## src/rtl/cc_level_sequencer_pkg.sv

```systemverilog
// Shared definitions for the track sequencer: FSM state encoding, phase
// numbering (the level ROM uses the same numbering), default phase lengths
// and a helper that picks the banner phase to replay after a crash.
package cc_level_sequencer_pkg;

   typedef enum logic [1:0] {
      ST_IDLE  = 2'd0,
      ST_RUN   = 2'd1,
      ST_CRASH = 2'd2,
      ST_WIN   = 2'd3
   } seq_state_t;

   localparam logic [2:0] PH_NONE = 3'd0;
   localparam logic [2:0] PH_BN1  = 3'd1;
   localparam logic [2:0] PH_LV1  = 3'd2;
   localparam logic [2:0] PH_BN2  = 3'd3;
   localparam logic [2:0] PH_LV2  = 3'd4;
   localparam logic [2:0] PH_BN3  = 3'd5;
   localparam logic [2:0] PH_LV3  = 3'd6;

   localparam int DEF_LEN_P1     = 8;
   localparam int DEF_LEN_P2     = 10;
   localparam int DEF_LEN_P3     = 8;
   localparam int DEF_LEN_P4     = 15;
   localparam int DEF_LEN_P5     = 8;
   localparam int DEF_LEN_P6     = 20;
   localparam int DEF_CRASH_HOLD = 4;

   // Odd phases are banners and replay themselves; a level falls back to the
   // banner that precedes it.
   function automatic logic [2:0] replay_phase(input logic [2:0] cur);
      if (cur == PH_NONE)
         return PH_BN1;
      return cur[0] ? cur : cur - 3'd1;
   endfunction

endpackage

```

## src/rtl/cc_level_sequencer_row_counter.sv

```systemverilog
// Row counter for the current phase.
//   i_clk, i_rst_n : clock, asynchronous active-low reset
//   i_clr          : clear to 0; together with i_en it restarts at row 1
//   i_en           : advance one row (holds at the terminal count)
//   i_len          : number of rows in the current phase
//   o_count        : current row index
//   o_tc           : terminal count, last row of the phase reached
module cc_level_sequencer_row_counter (
   input  logic       i_clk,
   input  logic       i_rst_n,
   input  logic       i_clr,
   input  logic       i_en,
   input  logic [4:0] i_len,
   output logic [4:0] o_count,
   output logic       o_tc
);

   logic [4:0] r_count;

   assign o_tc    = (r_count >= i_len);
   assign o_count = r_count;

   always_ff @(posedge i_clk or negedge i_rst_n) begin
      if (!i_rst_n)
         r_count <= 5'd0;
      else if (i_clr)
         r_count <= i_en ? 5'd1 : 5'd0;
      else if (i_en && !o_tc)
         r_count <= r_count + 5'd1;
   end

endmodule

```

## src/rtl/cc_level_sequencer.sv

```systemverilog
// Track sequencer upstream of the level ROM. Advances a row index within a
// phase on every unpaused scroll tick and strobes RowLoad so the matrix shift
// register samples the ROM row; handles start, pause, crash-restart and win.
//   CLOCK_50 / RESET_InLow : clock, asynchronous active-low reset
//   Tick/Start/Pause/Crash : control inputs (Tick is a 1-cycle pulse)
//   Current_Out (3)        : phase index, 0 = no track
//   Progress_Out (5)       : row index, 0 = blank row
//   RowLoad/PhaseDone/Win  : registered strobes / status
//
// state    | meaning
// ST_IDLE  | after reset, waiting for Start, no track
// ST_RUN   | scrolling; unpaused ticks advance rows and phases
// ST_CRASH | frozen for CRASH_HOLD unpaused ticks, then replay the banner
// ST_WIN   | last row of phase 6 passed, Win high until Start
module cc_level_sequencer
   import cc_level_sequencer_pkg::*;
#(
   parameter int LEN_P1     = DEF_LEN_P1,
   parameter int LEN_P2     = DEF_LEN_P2,
   parameter int LEN_P3     = DEF_LEN_P3,
   parameter int LEN_P4     = DEF_LEN_P4,
   parameter int LEN_P5     = DEF_LEN_P5,
   parameter int LEN_P6     = DEF_LEN_P6,
   parameter int CRASH_HOLD = DEF_CRASH_HOLD
) (
   input  logic       CC_LEVELSEQUENCER_CLOCK_50,
   input  logic       CC_LEVELSEQUENCER_RESET_InLow,
   input  logic       CC_LEVELSEQUENCER_Tick_In,
   input  logic       CC_LEVELSEQUENCER_Start_In,
   input  logic       CC_LEVELSEQUENCER_Pause_In,
   input  logic       CC_LEVELSEQUENCER_Crash_In,
   output logic [2:0] CC_LEVELSEQUENCER_Current_Out,
   output logic [4:0] CC_LEVELSEQUENCER_Progress_Out,
   output logic       CC_LEVELSEQUENCER_RowLoad_Out,
   output logic       CC_LEVELSEQUENCER_PhaseDone_Out,
   output logic       CC_LEVELSEQUENCER_Win_Out
);

   localparam logic [3:0] HOLD_LAST = 4'(CRASH_HOLD - 1);

   seq_state_t r_state;
   logic [2:0] r_current;
   logic [3:0] r_crash_cnt;
   logic       r_row_load;
   logic       r_phase_done;
   logic       r_win;

   logic [4:0] w_len;
   logic [4:0] w_count;
   logic       w_tc;
   logic       w_cnt_clr;
   logic       w_cnt_en;
   logic       w_tick_ok;

   assign w_tick_ok = CC_LEVELSEQUENCER_Tick_In & ~CC_LEVELSEQUENCER_Pause_In;

   always_comb begin
      w_len = 5'd0;
      case (r_current)
         PH_BN1:  w_len = 5'(LEN_P1);
         PH_LV1:  w_len = 5'(LEN_P2);
         PH_BN2:  w_len = 5'(LEN_P3);
         PH_LV2:  w_len = 5'(LEN_P4);
         PH_BN3:  w_len = 5'(LEN_P5);
         PH_LV3:  w_len = 5'(LEN_P6);
         default: w_len = 5'd0;
      endcase
   end

   // Row counter control mirrors the FSM decisions below; clr+en restarts
   // the counter at row 1 when moving into the next phase.
   always_comb begin
      w_cnt_clr = 1'b0;
      w_cnt_en  = 1'b0;
      case (r_state)
         ST_IDLE, ST_WIN: w_cnt_clr = CC_LEVELSEQUENCER_Start_In;
         ST_RUN: begin
            if (CC_LEVELSEQUENCER_Crash_In) begin
               w_cnt_clr = 1'b1;
            end else if (w_tick_ok) begin
               if (!w_tc) begin
                  w_cnt_en = 1'b1;
               end else begin
                  w_cnt_clr = 1'b1;
                  w_cnt_en  = (r_current < PH_LV3);
               end
            end
         end
         ST_CRASH: w_cnt_clr = w_tick_ok && (r_crash_cnt == HOLD_LAST);
         default: ;
      endcase
   end

   cc_level_sequencer_row_counter u_row_counter (
      .i_clk   (CC_LEVELSEQUENCER_CLOCK_50),
      .i_rst_n (CC_LEVELSEQUENCER_RESET_InLow),
      .i_clr   (w_cnt_clr),
      .i_en    (w_cnt_en),
      .i_len   (w_len),
      .o_count (w_count),
      .o_tc    (w_tc)
   );

   always_ff @(posedge CC_LEVELSEQUENCER_CLOCK_50 or negedge CC_LEVELSEQUENCER_RESET_InLow) begin
      if (!CC_LEVELSEQUENCER_RESET_InLow) begin
         r_state      <= ST_IDLE;
         r_current    <= PH_NONE;
         r_crash_cnt  <= 4'd0;
         r_row_load   <= 1'b0;
         r_phase_done <= 1'b0;
         r_win        <= 1'b0;
      end else begin
         r_row_load   <= 1'b0;
         r_phase_done <= 1'b0;
         case (r_state)
            ST_IDLE, ST_WIN: begin
               if (CC_LEVELSEQUENCER_Start_In) begin
                  r_state     <= ST_RUN;
                  r_current   <= PH_BN1;
                  r_crash_cnt <= 4'd0;
                  r_win       <= 1'b0;
               end
            end
            ST_RUN: begin
               if (CC_LEVELSEQUENCER_Crash_In) begin
                  r_state     <= ST_CRASH;
                  r_crash_cnt <= 4'd0;
               end else if (w_tick_ok) begin
                  if (!w_tc) begin
                     r_row_load <= 1'b1;
                  end else if (r_current < PH_LV3) begin
                     r_current    <= r_current + 3'd1;
                     r_row_load   <= 1'b1;
                     r_phase_done <= 1'b1;
                  end else begin
                     r_state      <= ST_WIN;
                     r_current    <= PH_NONE;
                     r_phase_done <= 1'b1;
                     r_win        <= 1'b1;
                  end
               end
            end
            ST_CRASH: begin
               if (w_tick_ok) begin
                  if (r_crash_cnt == HOLD_LAST) begin
                     r_state     <= ST_RUN;
                     r_current   <= replay_phase(r_current);
                     r_crash_cnt <= 4'd0;
                  end else begin
                     r_crash_cnt <= r_crash_cnt + 4'd1;
                  end
               end
            end
            default: r_state <= ST_IDLE;
         endcase
      end
   end

   assign CC_LEVELSEQUENCER_Current_Out   = r_current;
   assign CC_LEVELSEQUENCER_Progress_Out  = w_count;
   assign CC_LEVELSEQUENCER_RowLoad_Out   = r_row_load;
   assign CC_LEVELSEQUENCER_PhaseDone_Out = r_phase_done;
   assign CC_LEVELSEQUENCER_Win_Out       = r_win;

endmodule

```

## config.mk

```make
export PLATFORM = sky130hd
export DESIGN_NAME = cc_level_sequencer
export DESIGN_NICKNAME = d
export VERILOG_FILES = /design/src/rtl/cc_level_sequencer_pkg.sv /design/src/rtl/cc_level_sequencer_row_counter.sv /design/src/rtl/cc_level_sequencer.sv
export SDC_FILE = /design/constraint.sdc
export NUM_CORES = 1
export LEC_CHECK = 0
export BUFFER_PORTS_ARGS = -buffer_cell sky130_fd_sc_hd__buf_2
export CAP_MARGIN = 20
export CORE_MARGIN = 3
export CORE_UTILIZATION = 51
export DETAILED_ROUTE_END_ITERATION = 7
export GPL_TIMING_DRIVEN = 0
export HOLD_SLACK_MARGIN = 0.15
export PLACE_DENSITY_LB_ADDON = 0.15
export SLEW_MARGIN = 20
export SYNTH_ARGS = -nofsm -noshare
export SYNTH_HDL_FRONTEND = slang
export SYNTH_HIERARCHICAL = 1
export SYNTH_SLANG_ARGS = --single-unit
```

## constraint.sdc

```tcl
create_clock -name CC_LEVELSEQUENCER_CLOCK_50 -period 3.5 [get_ports CC_LEVELSEQUENCER_CLOCK_50]
set_input_delay 0.175 -clock CC_LEVELSEQUENCER_CLOCK_50 [delete_from_list [all_inputs] [get_ports CC_LEVELSEQUENCER_CLOCK_50]]
set_output_delay 0.175 -clock CC_LEVELSEQUENCER_CLOCK_50 [all_outputs]
set_load 0.02 [all_outputs]
```

==> metrics <==
status=complete, no violations; asr flop ratio synth=100%; WP data required=3.67 ns; Main synth FF type=dfrtp_1; DRC=0; die area=0.00318 sq mm; CTS tree=done; DP Area=0.00142 sq mm; mapped cell area=0.00130 sq mm; Placeable Area=0.00232 sq mm; Total Neg Setup Slack=0 ns; post-synthesis cell count=135; Seq/Total Area, Yosys=32.8%; post-layout util=65.7%; Placed Cells=179; antenna violations before repair=0; vias in the first global route=963; proportion of netlist area held by the largest area contributor=32.8%; worst min path class=input port to flop; max cap viols=0; yosys warns=6; largest net degree at the start of global routing=18; largest area contributor in the netlist=dfrtp_1; Worst-path clk slew=0.10 ns; FMAX=0.295 GHz; Longest Clk Path Bufs=2; Chip Width=56.4 um; Slew @ Worst Pin=0.427 ns; final hold violations=0; startpoint types=flop; Post-DRT Antenna Nets=0; Netlist cell types=46; Tcrit/Tclk final=96.9%; Synth-to-Final Area Change=17.5%; fraction of layout cells with a size suffix above 1=29.8%; Root Buffer=clkbuf_4; dominant cells by area after synthesis=dfrtp_1 33%, ha_1 14%, inv_1 3.5%, mux2_1 3.5%, nand2_1 3.2%; Vias=1033; syn_area_per_cell=9.60 sq um; Slew Limit Fails=0; EDFF count, synth=0; Power Density=683 mW/mm^2; Detailed Place HPWL=1950 um; row cnt=17; Pleak=0.749 nW; drt first-iter violations=21; Final setup viols=0; drt via density=5.47; WL/cell=13.3 um; worst rel slew slack=71.5%; H-tree levels=1; crit end category=flop; Worst EP arrival=3.57 ns; Die H=56.4 um; number of diodes=0; fin cells=189; #FFs+latches synth=17; Worst Clk Skew=0.000315 ns; VDD IR max=465 uV; clock period minus worst slack=3.39 ns; Tot GR Track Use=17.0%; GRT overflow=0; Routed WL=2510 um; Max FO, Critical Path=5; IO Pins=17; critical path type=flop to flop; Initial Util=55.9%; Num CTS Buffers=3; DR pass1 iterations=4; IO buf count=16; first-pass GRT wire length=4410 um; worst-skew pair later-pin latency=0.28 ns; final instance area=0.00152 sq mm; Mapped Nets=156; nets=183; clk sink count=17; RD Place Congestion=0.869
-- cell usage in the layout (no fill, tap or decap), types with 2 or more instances in the layout --
cell type,n
dfrtp_2,2
buf_2,17
dfrtp_1,15
nand4_1,2
nor2_1,11
a21oi_4,3
nand2b_1,2
ha_1,14
mux2_1,4
nand2_1,11
nand3_1,7
a31oi_1,2
clkbuf_4,3
nand2b_4,2
o211ai_1,2
a21o_2,2
mux2i_1,3
o21ai_2,2
nor2b_1,2
a21oi_1,4
buf_4,6
o21ai_0,3
inv_1,12
a21o_1,2
-- sequential cells by signal, indices dropped and copies added, names as in the netlist --
register and flops:
u_row_counter/o_count 5, r_crash_cnt 4, CC_LEVELSEQUENCER_Current_Out 3, r_state 2, CC_LEVELSEQUENCER_PhaseDone_Out 1, CC_LEVELSEQUENCER_RowLoad_Out 1
CC_LEVELSEQUENCER_Win_Out 1
-- per-layer routing --
metal / share of wire, % / vias to the layer above / wire (um) / track usage (%)
li1: - / 535 / - / -
met1: 54 / 484 / 1370 / 25.8
met2: 43 / 12 / 1070 / 24.9
met3: 2.0 / 2 / 50 / 2.07
met4: 0.68 / 0 / 17 / 5.08
met5: 0 / - / 0 / 0
-- repair_timing --
action                                  CTS  global route
resized for setup                         2             4
endpoints found under the setup margin    1             1
hold buffers                              1             0
pin swaps                                 1             0
endpoints found under the hold margin    17             0
setup buffers                             3             2
-- logic make-up (layout without fill, tap and decap cells) --
kind of cell               Yosys count  count (layout)  share of synthesized area (%)
buffers and inverters               15              41                           4.73
AOI/OAI and AO/OA                   32              32                           21.6
and+or+nand+nor                     48              48                           19.9
adders and majority gates           15              15                           14.5
muxes                                7               7                           5.79
DFF                                 17              17                           32.8
xor gates and xnor gates             1               1                          0.676
-- worst paths after layout --
check | start | end | slack [ns] | depth (start not counted)
max | CC_LEVELSEQUENCER_Current_Out[0]$_DFFE_PN0P_ | u_row_counter/o_count[4]$_DFFE_PN0P_ | 0.11 | 14
min | CC_LEVELSEQUENCER_Crash_In | r_state[0]$_DFFE_PN0P_ | 0.16 | 2
max reg2reg | CC_LEVELSEQUENCER_Current_Out[0]$_DFFE_PN0P_ | u_row_counter/o_count[4]$_DFFE_PN0P_ | 0.11 | 14
min reg2reg | r_crash_cnt[1]$_DFFE_PN0P_ | r_crash_cnt[1]$_DFFE_PN0P_ | 0.52 | 2
max in group asynchronous | CC_LEVELSEQUENCER_RESET_InLow | CC_LEVELSEQUENCER_Current_Out[1]$_DFFE_PN0P_ | 2.88 | 2
min in group asynchronous | CC_LEVELSEQUENCER_RESET_InLow | r_crash_cnt[3]$_DFFE_PN0P_ | 0.33 | 2
-- layout make-up --
cell class,count,area (sq um)
Sequential cell,17,428
Inverter,13,48.8
Clock inverter,1,5.00
Clock buffer,3,22.5
Multi-Input combinational cell,103,843
Timing Repair Buffer,22,128
Buffer,2,12.5
Fill cell,193,796
Tap cell,28,35.0
-- where the power goes --
group	leakage [nW]	switching [mW]	internal, mW	total, mW
Clock	0.0177	0.0613	0.0424	0.104
Combinational	0.506	0.389	0.270	0.660
Sequential	0.226	0.0387	0.237	0.276
-- through the flow --
step / setup WS, ns / hold slack (ns) / power, mW
2_1_floorplan: 0.0505 / -0.121 / 0.758
3_3_place_gp: -0.101 / 0.115 / 0.872
5_1_grt: -0.0166 / 0.188 / 1.14
6_report: 0.107 / 0.165 / 1.04
3_5_place_dp: -0.127 / 0.119 / 0.884
4_1_cts: 0.0482 / 0.166 / 1.02
-- cell usage after synthesis (3+ instances only) --
master / count
dfrtp_1: 17
mux2i_1: 3
nand3_1: 7
nor2_1: 11
inv_1: 12
ha_1: 15
o21ai_0: 3
a21oi_1: 5
nand2_1: 11
mux2_1: 4
-- critical path, cell delays in order (launching register included) --
cell	delay, ns
dfrtp_2	0.37
inv_1	0.09
ha_2	0.21
and2_2	0.22
a21o_1	0.17
or3_1	0.30
inv_1	0.07
ha_1	0.22
o21a_2	0.23
a21o_2	0.25
a311oi_4	0.26
or2b_1	0.29
a21oi_4	0.14
nand4_1	0.12
mux2_1	0.33
Power figures use the tool's default switching activity.
